===== src/rtl/imem_loader_pkg.sv =====
// Shared constants and state encoding for the instruction-memory loader,
// its writable imem and its testbench.
package imem_loader_pkg;

  localparam int DEPTH_LOG2_DEF = 4;
  localparam int WORD_W         = 32;
  localparam int BYTE_W         = 8;

  typedef enum logic [1:0] {
    IDLE = 2'd0,
    LOAD = 2'd1,
    CSUM = 2'd2,
    FIN  = 2'd3
  } state_e;

endpackage


===== src/rtl/imem_byte_packer.sv =====
// Assembles four accepted stream bytes into a little-endian word and raises
// a registered one-cycle strobe in the cycle after the fourth byte.
module imem_byte_packer
  import imem_loader_pkg::*;
(
  input  logic              clk_i,
  input  logic              rst_ni,
  input  logic              clear_i,
  input  logic              accept_i,
  input  logic [BYTE_W-1:0] byte_i,
  output logic [WORD_W-1:0] word_o,
  output logic              word_done_o,
  output logic              last_lane_o
);

  logic [1:0]        lane_q, lane_d;
  logic [WORD_W-1:0] shift_q, shift_d;
  logic [WORD_W-1:0] word_q, word_d;
  logic              done_q, done_d;

  // New bytes enter at the top so that lane 0 ends up in bits [7:0].
  always_comb begin
    lane_d  = lane_q;
    shift_d = shift_q;
    word_d  = word_q;
    done_d  = 1'b0;
    if (clear_i) begin
      lane_d = 2'd0;
    end else if (accept_i) begin
      shift_d = {byte_i, shift_q[WORD_W-1:BYTE_W]};
      lane_d  = lane_q + 2'd1;
      if (lane_q == 2'd3) begin
        word_d = {byte_i, shift_q[WORD_W-1:BYTE_W]};
        done_d = 1'b1;
      end
    end
  end

  always_ff @(posedge clk_i or negedge rst_ni) begin
    if (!rst_ni) begin
      lane_q  <= 2'd0;
      shift_q <= '0;
      word_q  <= '0;
      done_q  <= 1'b0;
    end else begin
      lane_q  <= lane_d;
      shift_q <= shift_d;
      word_q  <= word_d;
      done_q  <= done_d;
    end
  end

  assign word_o      = word_q;
  assign word_done_o = done_q;
  assign last_lane_o = (lane_q == 2'd3);

endmodule


===== src/rtl/imem_loader.sv =====
// Byte-stream loader for the instruction RAM; holds the CPU in reset until a
// session completes. Define IMEM_LOADER_CHECKSUM_EN for the trailing XOR byte.
module imem_loader
  import imem_loader_pkg::*;
#(
  parameter int DEPTH_LOG2 = DEPTH_LOG2_DEF
) (
  input  logic                clk,
  input  logic                reset_n,
  input  logic                start,
  input  logic [DEPTH_LOG2:0] word_count,
  input  logic                byte_valid,
  input  logic [BYTE_W-1:0]   byte_data,
  output logic                byte_ready,
  output logic                we,
  output logic [WORD_W-1:0]   wa,
  output logic [WORD_W-1:0]   wd,
  output logic                cpu_reset,
  output logic                busy,
  output logic                done,
  output logic                err
);

  localparam logic [DEPTH_LOG2:0] FULL_COUNT = {1'b1, {DEPTH_LOG2{1'b0}}};

  state_e              state_q, state_d;
  logic [DEPTH_LOG2:0] count_q, count_d;
  logic [DEPTH_LOG2:0] words_q, words_d;
  logic [WORD_W-1:0]   wa_q, wa_d;
  logic                ready_q, ready_d;
  logic                busy_q, busy_d;
  logic                done_q, done_d;
  logic                cpu_q, cpu_d;
  logic                clear;
  logic                accept, pack_accept, last_lane, word_full, last_word;
  logic [DEPTH_LOG2:0] target;
`ifdef IMEM_LOADER_CHECKSUM_EN
  logic [BYTE_W-1:0]   csum_q, csum_d;
  logic                err_q, err_d;
`endif

  assign accept      = byte_valid & ready_q;
  assign pack_accept = accept & (state_q == LOAD);
  assign target      = (count_q == '0) ? FULL_COUNT : count_q;
  assign word_full   = pack_accept & last_lane;
  assign last_word   = word_full & ((words_q + (DEPTH_LOG2+1)'(1)) == target);

  imem_byte_packer u_packer (
    .clk_i       (clk),
    .rst_ni      (reset_n),
    .clear_i     (clear),
    .accept_i    (pack_accept),
    .byte_i      (byte_data),
    .word_o      (wd),
    .word_done_o (we),
    .last_lane_o (last_lane)
  );

  // The write address is captured with the fourth byte so it lines up with
  // the packer's registered write strobe in the following cycle.
  always_comb begin
    state_d = state_q;
    count_d = count_q;
    words_d = words_q;
    wa_d    = wa_q;
    ready_d = ready_q;
    busy_d  = busy_q;
    done_d  = 1'b0;
    cpu_d   = cpu_q;
    clear   = 1'b0;
`ifdef IMEM_LOADER_CHECKSUM_EN
    csum_d  = csum_q;
    err_d   = err_q;
`endif
    case (state_q)
      IDLE: begin
        if (start) begin
          count_d = word_count;
          words_d = '0;
          cpu_d   = 1'b1;
          busy_d  = 1'b1;
          ready_d = 1'b1;
          clear   = 1'b1;
          state_d = LOAD;
`ifdef IMEM_LOADER_CHECKSUM_EN
          csum_d  = '0;
          err_d   = 1'b0;
`endif
        end
      end
      LOAD: begin
`ifdef IMEM_LOADER_CHECKSUM_EN
        if (pack_accept) csum_d = csum_q ^ byte_data;
`endif
        if (word_full) begin
          wa_d    = WORD_W'({words_q[DEPTH_LOG2-1:0], 2'b00});
          words_d = words_q + (DEPTH_LOG2+1)'(1);
        end
        if (last_word) begin
`ifdef IMEM_LOADER_CHECKSUM_EN
          state_d = CSUM;
`else
          ready_d = 1'b0;
          state_d = FIN;
`endif
        end
      end
      CSUM: begin
`ifdef IMEM_LOADER_CHECKSUM_EN
        if (accept) begin
          err_d   = (byte_data != csum_q);
          ready_d = 1'b0;
          state_d = FIN;
        end
`else
        state_d = IDLE;
`endif
      end
      FIN: begin
        done_d  = 1'b1;
        busy_d  = 1'b0;
        state_d = IDLE;
`ifdef IMEM_LOADER_CHECKSUM_EN
        cpu_d   = err_q;
`else
        cpu_d   = 1'b0;
`endif
      end
      default: state_d = IDLE;
    endcase
  end

  always_ff @(posedge clk or negedge reset_n) begin
    if (!reset_n) begin
      state_q <= IDLE;
      count_q <= '0;
      words_q <= '0;
      wa_q    <= '0;
      ready_q <= 1'b0;
      busy_q  <= 1'b0;
      done_q  <= 1'b0;
      cpu_q   <= 1'b1;
`ifdef IMEM_LOADER_CHECKSUM_EN
      csum_q  <= '0;
      err_q   <= 1'b0;
`endif
    end else begin
      state_q <= state_d;
      count_q <= count_d;
      words_q <= words_d;
      wa_q    <= wa_d;
      ready_q <= ready_d;
      busy_q  <= busy_d;
      done_q  <= done_d;
      cpu_q   <= cpu_d;
`ifdef IMEM_LOADER_CHECKSUM_EN
      csum_q  <= csum_d;
      err_q   <= err_d;
`endif
    end
  end

  assign byte_ready = ready_q;
  assign wa         = wa_q;
  assign busy       = busy_q;
  assign done       = done_q;
  assign cpu_reset  = cpu_q;
`ifdef IMEM_LOADER_CHECKSUM_EN
  assign err        = err_q;
`else
  assign err        = 1'b0;
`endif

endmodule

===== config.mk =====
export PLATFORM = sky130hd
export DESIGN_NAME = imem_loader
export DESIGN_NICKNAME = d
export VERILOG_FILES = /design/src/rtl/imem_loader_pkg.sv /design/src/rtl/imem_byte_packer.sv /design/src/rtl/imem_loader.sv
export SDC_FILE = /design/constraint.sdc
export NUM_CORES = 1
export LEC_CHECK = 0
export BUFFER_PORTS_ARGS = -buffer_cell sky130_fd_sc_hd__buf_2
export CAP_MARGIN = 0
export CORE_MARGIN = 8
export CORE_UTILIZATION = 45
export DETAILED_ROUTE_END_ITERATION = 10
export GPL_TIMING_DRIVEN = 0
export HOLD_SLACK_MARGIN = 0.02
export PLACE_DENSITY = 0.68
export SLEW_MARGIN = 10
export SYNTH_ARGS = -nofsm -noshare
export SYNTH_HDL_FRONTEND = slang
export SYNTH_HIERARCHICAL = 1
export SYNTH_SLANG_ARGS = --single-unit

===== constraint.sdc =====
create_clock -name clk -period 3.1 [get_ports clk]
set_input_delay 0.62 -clock clk [delete_from_list [all_inputs] [get_ports clk]]
set_output_delay 0.62 -clock clk [all_outputs]
set_load 0.02 [all_outputs]

==> impl_metrics.yaml, run 1 <==
outcome:
  status: "completed"
global_routing:
  grt_overflow_total: 0
  grt_pass1_wl_um: 10300
  grt_max_degree: 66
  antenna_found_initial: 0
  grt_pass1_vias: 2077
  gr-usage-all-layers_pct: 12.8
clock_network:
  clk_latency_ns: 0.34
  clock_sinks: 79
  cts_resized: 0
  clock_path_buffers: 2
  h-tree-depth: 3
  cts-root-buf: "clkbuf_8"
  cts_tree: "yes"
  numCtsBuffers: 9
  hold_buffers: 0
  cts_setup_buffers: 0
  path_clk_slew_ns: 0.08
final_layout:
  fin_nets: 361
  drive_above_1_share_pct: 50.4
  stdcell_count: 446
  final_core_util_pct: 57.3
  area_growth_pct: 23.5
  num_antenna_cells: 0
yosys:
  synth-seq-cells: 79
  synthCells: 245
  syn_area_sq_mm: 0.00336
  yosysWarnings: 6
  ys_types: 29
  yosysSeqAreaShare_pct: 58.8
  synth.avg_cell_area_sq_um: 13.7
floorplanning:
  ioPinCount: 87
  die_y_um: 102
  core-area_sq_mm: 0.00725
  die_w_um: 102
  dieArea_sq_mm: 0.0105
  initial_utilization_pct: 46.4
  rows: 31
drt:
  routedWlPerCell_um: 14.3
  totalWireLength_um: 6390
  route.vias.total: 2003
  vias_per_cell: 4.49
  drt_iter0_markers: 86
  drt_pass1_iterations: 4
  drc: 0
  detail-route-antenna-nets: 0
placement:
  post-dp-hpwl_um: 4700
  dp_worst_setup_slack_ns: 1.01
  place.port_buffers: 57
  place_congestion: 0.823
  dp.cells: 430
pwr:
  total_power_mw: 4.19
  p_int_mw: 2.75
  p_sw_mw: 1.44
  peakVddDrop_mv: 0.425
  power_density_mw_per_mm2: 1010
  p_leak_nw: 2.10
  p_seq_share_pct: 42.5
  switching_share_pct: 34.3
  clock_power_share_pct: 21.8
  pwr-share-comb_pct: 35.7
timing:
  fin_ws_ns: 1.20
  rsz0062_at_grt: "no"
  slew_viol_final: 0
  layout_worst_path_cycle_share_pct: 61.3
  period_needed_ns: 1.90
  skew_ns: 0.00552
  fmax_mhz: 526
  setup_viol: 0
  tns_ns: 0
  hold_viol_final: 0
setup_path:
  crit_family: "buffers and inverters"
  r2r_start: "state_q[1]$_DFFE_PN0P_"
  critical_path.slowest_cell: "dfrtp_1"
  timing.rr.end: "u_packer/shift_q[22]$_DFFE_PN0P_"
  path_cells: "nor2_1, nand2_2, inv_2, nand2b_1, buf_2, buf_6, mux2_2"
  r2r_cells: 7
  cp.arrival_ns: 2.13
  worstPathRequired_ns: 3.33
  slowest_delay_ns: 0.42
  critPathMaxFanout: 12
  path_buf_inv: 3
  setup.worst_path.class: "reg2reg"
  regToRegSetupSlack_ns: 1.20
  end_kind: "register"
  start_kind: "register"
run:
  cap_viol_max_count: 0
min_path:
  hp-class: "in2async"
final cells by class:
type | count | area, sq um
fillers | 621 | 3100
flip-flops and latches | 79 | 1980
multi-input cells | 155 | 1200
repair buffers | 58 | 315
plain buffers | 35 | 272
clock buffers | 10 | 128
well taps | 99 | 124
clock inverters | 6 | 118
inverters | 4 | 15.0
state kept, by name, summed over array words and instances, names as in the netlist:
| signal | count |
|---|---|
| cpu_reset | 1 |
| u_packer/word_o | 32 |
| busy | 1 |
| u_packer/word_done_o | 1 |
| state_q | 2 |
| u_packer/shift_q | 24 |
| words_q | 5 |
| u_packer/lane_q | 2 |
| wa | 4 |
| count_q | 5 |
| byte_ready | 1 |
| done | 1 |
cell usage after synthesis:
master	instances	area share, %
xor2_1	4	1.0
conb_1	1	0.11
buf_6	3	1.0
xor3_1	1	0.71
dfstp_2	1	0.78
mux2i_1	1	0.30
ha_1	2	0.74
buf_2	1	0.15
nor2_1	7	0.78
inv_1	3	0.33
dfrtp_1	78	58
a21boi_0	1	0.22
buf_4	31	6.9
nand2_1	24	2.7
nand2_2	2	0.37
nand2b_1	1	0.19
o2111a_1	1	0.33
nand3b_2	1	0.33
a21oi_1	2	0.30
xnor2_1	4	1.0
mux2_2	60	20
nor3b_1	1	0.22
nor4b_2	1	0.45
o21ai_0	6	0.89
nand3_1	4	0.60
inv_2	1	0.11
o41ai_4	1	0.82
and2_1	1	0.19
and4b_1	1	0.30
metrics by stage:
stage / hold WS [ns] / area [sq um]
6_report: 0.138 / 4150
4_1_cts: 0.127 / 4150
5_1_grt: 0.135 / 4150
2_1_floorplan: 0.324 / 3470
3_3_place_gp: 0.444 / 3880
3_5_place_dp: 0.451 / 3910
worst max path at each step:
stage | cells after the start | endpoint | start | slack, ns
floorplan | 5 | u_packer/shift_q[11]$_DFFE_PN0P_ | byte_valid | 1.36
global placement | 1 | u_packer/word_o[5]$_DFFE_PN0P_ | reset_n | 0.85
detailed placement | 7 | u_packer/shift_q[27]$_DFFE_PN0P_ | start | 1.01
CTS | 7 | u_packer/shift_q[15]$_DFFE_PN0P_ | state_q[1]$_DFFE_PN0P_ | 1.17
global route | 7 | u_packer/shift_q[18]$_DFFE_PN0P_ | state_q[1]$_DFFE_PN0P_ | 1.06
finish | 7 | u_packer/shift_q[22]$_DFFE_PN0P_ | state_q[1]$_DFFE_PN0P_ | 1.20
layer usage:
layer  wire [um]  up-vias  share of wire, %  GRT usage (%)
li1            -      971                 -              -
met1        3010      967                47           17.0
met2        2860       58                45           18.7
met3         450        7               7.0           4.16
met4          76        0               1.2           5.42
met5           0        -                 0              0
cell families after synthesis:
| logic type | share of synthesized area (%) |
|---|---|
| flops | 58.8 |
| mux | 20.4 |
| simple gates | 6.10 |
| buf+inv | 8.52 |
| compound gates | 2.57 |
| xor+xnor | 2.79 |
| fa+ha+maj | 0.744 |
| other cells | 0.111 |
power groups by stage:
stage	clock, mW	sequential (mW)	combinational (mW)
3_3_place_gp	0	1.78	1.48
6_report	0.912	1.78	1.49
3_5_place_dp	0	1.81	1.52
2_1_floorplan	0	2.04	0.786
5_1_grt	0.998	1.85	1.61
4_1_cts	0.943	1.79	1.52
placed cells by master, fill, tap and decap left out, types with 2 or more instances in the layout:
cell type	instances
a21oi_1	2
buf_2	57
buf_4	32
buf_6	3
bufinv_16	3
clkbuf_8	9
conb_1	29
dfrtp_1	78
ha_1	2
inv_1	3
mux2_2	60
nand2_1	24
nand2_2	2
nand3_1	4
nor2_1	7
o21ai_0	6
xnor2_1	4
xor2_1	4
No activity file was read; power rests on OpenSTA's default activity.
==> inputs of run 2 (changes only) <==
==> constraint.sdc (replaced) <==
create_clock -name clk -period 1.9 [get_ports clk]
set_input_delay 0.38 -clock clk [delete_from_list [all_inputs] [get_ports clk]]
set_output_delay 0.38 -clock clk [all_outputs]
set_load 0.02 [all_outputs]
==> impl_metrics.yaml, run 2 (synthesis results as in run 1) <==
clock_network:
  clock_path_buffers: 2
  path_clk_slew_ns: 0.08
  h-tree-depth: 3
  clk_latency_ns: 0.33
  cts-root-buf: "clkbuf_8"
  clock_sinks: 79
  numCtsBuffers: 9
  cts_tree: "yes"
floorplanning:
  initial_utilization_pct: 46.4
  die_w_um: 102
  core-area_sq_mm: 0.00725
  die_y_um: 102
  dieArea_sq_mm: 0.0105
  rows: 31
  ioPinCount: 87
final_layout:
  final_common_cell: "dfrtp_1"
  multi_input_area_sq_mm: 0.00120
  final_cell_area_sq_mm: 0.00418
  layout_common_cells: "dfrtp_1 (78), mux2_2 (60), buf_2 (56), buf_4 (33), conb_1 (29)"
  ff_latch_area_sq_mm: 0.00198
  area_growth_pct: 24.2
  drive_above_1_share_pct: 50.4
  final_core_util_pct: 57.6
  n_fill_cell: 619
  num_antenna_cells: 0
  fin_nets: 363
  largest_reg_flops: 32
  stdcell_count: 448
global_routing:
  grt_pass1_wl_um: 10300
  grt_max_degree: 66
  gr-usage-all-layers_pct: 12.8
  grt_pass1_vias: 2082
  grt_overflow_total: 0
  antenna_found_initial: 0
run:
  cap_viol_max_count: 0
pwr:
  total_power_mw: 6.85
  p_sw_mw: 2.35
  p_seq_share_pct: 42.5
  pwr-share-comb_pct: 35.7
  power_density_mw_per_mm2: 1640
  p_int_mw: 4.49
  clock_power_share_pct: 21.8
  switching_share_pct: 34.4
  peakVddDrop_mv: 0.693
  p_leak_nw: 2.11
timing:
  rsz0062_at_grt: "no"
  skew_ns: 0.00562
  layout_worst_path_cycle_share_pct: 92.8
  setup_viol: 0
  fmax_mhz: 567
  slew_viol_final: 0
  tns_ns: 0
  fin_ws_ns: 0.136
  period_needed_ns: 1.76
  hold_viol_final: 0
  whs_ns: 0.228
outcome:
  status: "completed"
drt:
  drc: 0
  route.vias.total: 2032
  drt_pass1_iterations: 4
  vias_per_cell: 4.54
  routedWlPerCell_um: 14.3
  drt_iter0_markers: 90
  detail-route-antenna-nets: 0
  totalWireLength_um: 6400
placement:
  post-dp-hpwl_um: 4700
  dp.cells: 430
  place.port_buffers: 57
  dp_worst_setup_slack_ns: -0.0116
  place_congestion: 0.823
  dpl_cell_area_sq_mm: 0.00391
setup_path:
  setup.worst_path.class: "reg2reg"
  cp.arrival_ns: 1.99
  worstPathRequired_ns: 2.12
  regToRegSetupSlack_ns: 0.14
  critPathMaxFanout: 10
  start_kind: "register"
  end_kind: "register"
min_path:
  hp-class: "in2reg"
==> run 2: metal layers <==
layer | up-vias | track usage, % | routed length [um]
met2 | 60 | 18.7 | 2860
met3 | 7 | 4.16 | 449
met5 | - | 0 | 0
met4 | 0 | 5.42 | 76
met1 | 990 | 17.1 | 3010
li1 | 975 | - | -
==> run 2: power by group through the flow <==
stage | combinational (mW) | clock, mW | sequential, mW
floorplan | 1.28 | 0 | 3.33
global placement | 2.41 | 0 | 2.91
detailed placement | 2.48 | 0 | 2.95
CTS | 2.49 | 1.54 | 2.92
global route | 2.64 | 1.63 | 3.02
finish | 2.45 | 1.49 | 2.91
==> run 2: worst paths after layout <==
check	from	endpoint	cells after the start
hold / removal	word_count[3]	count_q[3]$_DFFE_PN0P_	3
setup / recovery	state_q[1]$_DFFE_PN0P_	u_packer/word_o[14]$_DFFE_PN0P_	4
hold reg to reg	cpu_reset$_DFFE_PN1P_	cpu_reset$_DFFE_PN1P_	2
setup reg to reg	state_q[1]$_DFFE_PN0P_	u_packer/word_o[14]$_DFFE_PN0P_	4
max in group asynchronous	reset_n	u_packer/word_o[9]$_DFFE_PN0P_	3
min in group asynchronous	reset_n	count_q[4]$_DFFE_PN0P_	2
==> run 2: critical path, cell delays in order, from the launching register on <==
cell      delay, ns
dfrtp_1        0.42
and4b_1        0.48
nand3b_2       0.22
buf_4          0.24
mux2_2         0.28
==> run 2: layout make-up <==
cell class | count | area share (%)
flip-flops and latches | 79 | 47.3
multi-input cells | 155 | 28.8
repair buffers | 60 | 7.96
plain buffers | 35 | 6.56
clock buffers | 10 | 3.05
well taps | 99 | 2.96
clock inverters | 6 | 2.81
inverters | 4 | 0.479
==> run 2: what timing repair did <==
action / CTS / global route
setup endpoints to repair: 20 / 38
pin swaps: 0 / 1
resized for setup: 1 / 2
setup buffers: 0 / 1
endpoints found under the hold margin: 13 / 0
hold buffers: 1 / 0
==> inputs of run 3 (changes only) <==
--- a/config.mk
+++ b/config.mk
@@ -7,6 +7,7 @@
 export LEC_CHECK = 0
 export BUFFER_PORTS_ARGS = -buffer_cell sky130_fd_sc_hd__buf_2
 export CAP_MARGIN = 0
+export CORE_ASPECT_RATIO = 1.5
 export CORE_MARGIN = 8
 export CORE_UTILIZATION = 45
 export DETAILED_ROUTE_END_ITERATION = 10
==> impl_metrics.yaml, run 3 (synthesis results as in run 1) <==
floorplanning:
  dieArea_sq_mm: 0.0106
  rows: 38
  core-area_sq_mm: 0.00723
  die_y_um: 122
  initial_utilization_pct: 46.6
  ioPinCount: 87
  die_w_um: 86.6
drt:
  totalWireLength_um: 6270
  drc: 0
  route.vias.total: 2020
  drt_pass1_iterations: 5
  vias_per_cell: 4.49
  drt_iter0_markers: 42
  detail-route-antenna-nets: 0
  routedWlPerCell_um: 13.9
global_routing:
  grt_pass1_vias: 2082
  grt_pass1_wl_um: 10300
  grt_overflow_total: 0
  antenna_found_initial: 0
  grt_max_degree: 55
  gr-usage-all-layers_pct: 12.7
setup_path:
  start_kind: "register"
  critPathMaxFanout: 10
  end_kind: "register"
  setup.worst_path.class: "reg2reg"
  cp.arrival_ns: 1.97
  worstPathRequired_ns: 2.11
run:
  cap_viol_max_count: 0
final_layout:
  num_antenna_cells: 0
  drive_above_1_share_pct: 50.6
  largest_reg_flops: 32
  layout_common_cells: "dfrtp_1 (78), mux2_2 (60), buf_2 (56), buf_4 (34), conb_1 (29)"
  final_common_cell: "dfrtp_1"
  area_growth_pct: 23.7
  fin_nets: 364
pwr:
  p_leak_nw: 2.11
  peakVddDrop_mv: 0.639
  power_density_mw_per_mm2: 1600
clock_network:
  clock_sinks: 79
  path_clk_slew_ns: 0.08
  clk_latency_ns: 0.34
  clock_path_buffers: 2
  cts_tree: "yes"
  cts-root-buf: "clkbuf_8"
  numCtsBuffers: 9
  h-tree-depth: 3
timing:
  skew_ns: 0.0151
  fmax_mhz: 568
  layout_worst_path_cycle_share_pct: 92.7
  tns_ns: 0
  setup_viol: 0
  hold_viol_final: 0
  rsz0062_at_grt: "no"
  whs_ns: 0.223
  period_needed_ns: 1.76
  slew_viol_final: 0
placement:
  place.port_buffers: 57
  place_congestion: 0.807
  post-dp-hpwl_um: 4600
min_path:
  hp-class: "in2reg"
outcome:
  status: "completed"
[run 3: area by class of cell]
class / instances / area, sq um
multi-input cells: 155 / 1200
repair buffers: 61 / 340
clock inverters: 5 / 78.8
plain buffers: 35 / 274
well taps: 100 / 125
fillers: 626 / 3060
clock buffers: 11 / 141
inverters: 4 / 20.0
flip-flops and latches: 79 / 1980
[run 3: worst paths after layout]
check                      slack, ns  cells past startpoint              startpoint                              end
setup / recovery                0.14                      4  state_q[1]$_DFFE_PN0P_  u_packer/word_o[28]$_DFFE_PN0P_
hold / removal                  0.22                      3           word_count[1]           count_q[1]$_DFFE_PN0P_
setup reg to reg                0.14                      4  state_q[1]$_DFFE_PN0P_  u_packer/word_o[28]$_DFFE_PN0P_
hold reg to reg                 0.47                      2   cpu_reset$_DFFE_PN1P_            cpu_reset$_DFFE_PN1P_
max in group asynchronous       0.82                      3                 reset_n  u_packer/word_o[12]$_DFFE_PN0P_
min in group asynchronous       0.49                      2                 reset_n   u_packer/word_o[7]$_DFFE_PN0P_
[run 3: stage by stage]
stage | setup slack (ns) | utilization (%) | instances | total power [mW] | area, sq um
2_1_floorplan | 0.262 | - | 273 | 4.61 | 3470
3_3_place_gp | -0.0819 | 53.7 | 430 | 5.30 | 3880
3_5_place_dp | -0.00855 | 54.1 | 431 | 5.39 | 3910
4_1_cts | 0.0145 | 57.3 | 448 | 6.77 | 4140
5_1_grt | 0.0188 | 57.6 | 450 | 7.10 | 4160
6_report | 0.139 | 57.6 | 450 | 6.68 | 4160
[run 3: power breakdown]
| group | internal, mW | switching, mW | total, mW | leakage, nW |
|---|---|---|---|---|
| registers | 2.44 | 0.438 | 2.87 | 0.961 |
| logic | 1.17 | 1.28 | 2.45 | 1.04 |
| clock network | 0.777 | 0.581 | 1.36 | 0.114 |
| total | 4.38 | 2.30 | 6.68 | 2.11 |
[run 3: timing repair]
item / in CTS / in global routing
endpoints found under the hold margin: 24 / 0
endpoints found under the setup margin: 27 / 39
buffers inserted: 0 / 2
pin swaps: 0 / 1
hold buffers: 1 / 0
resized for setup: 1 / 2
[run 3: worst max-delay path: stages, from the launching register on]
cell and delay [ns]:
dfrtp_1 0.42, and4b_1 0.47, nand3b_2 0.22, buf_4 0.25, mux2_2 0.28
[run 3: layer usage]
metal  GRT usage [%]  vias up  share of wire, %
met1            13.7      974                40
li1                -      978                 -
met2            21.5       64                52
met4            5.09        0              0.94
met5               0        -                 0
met3            4.92        4               6.8
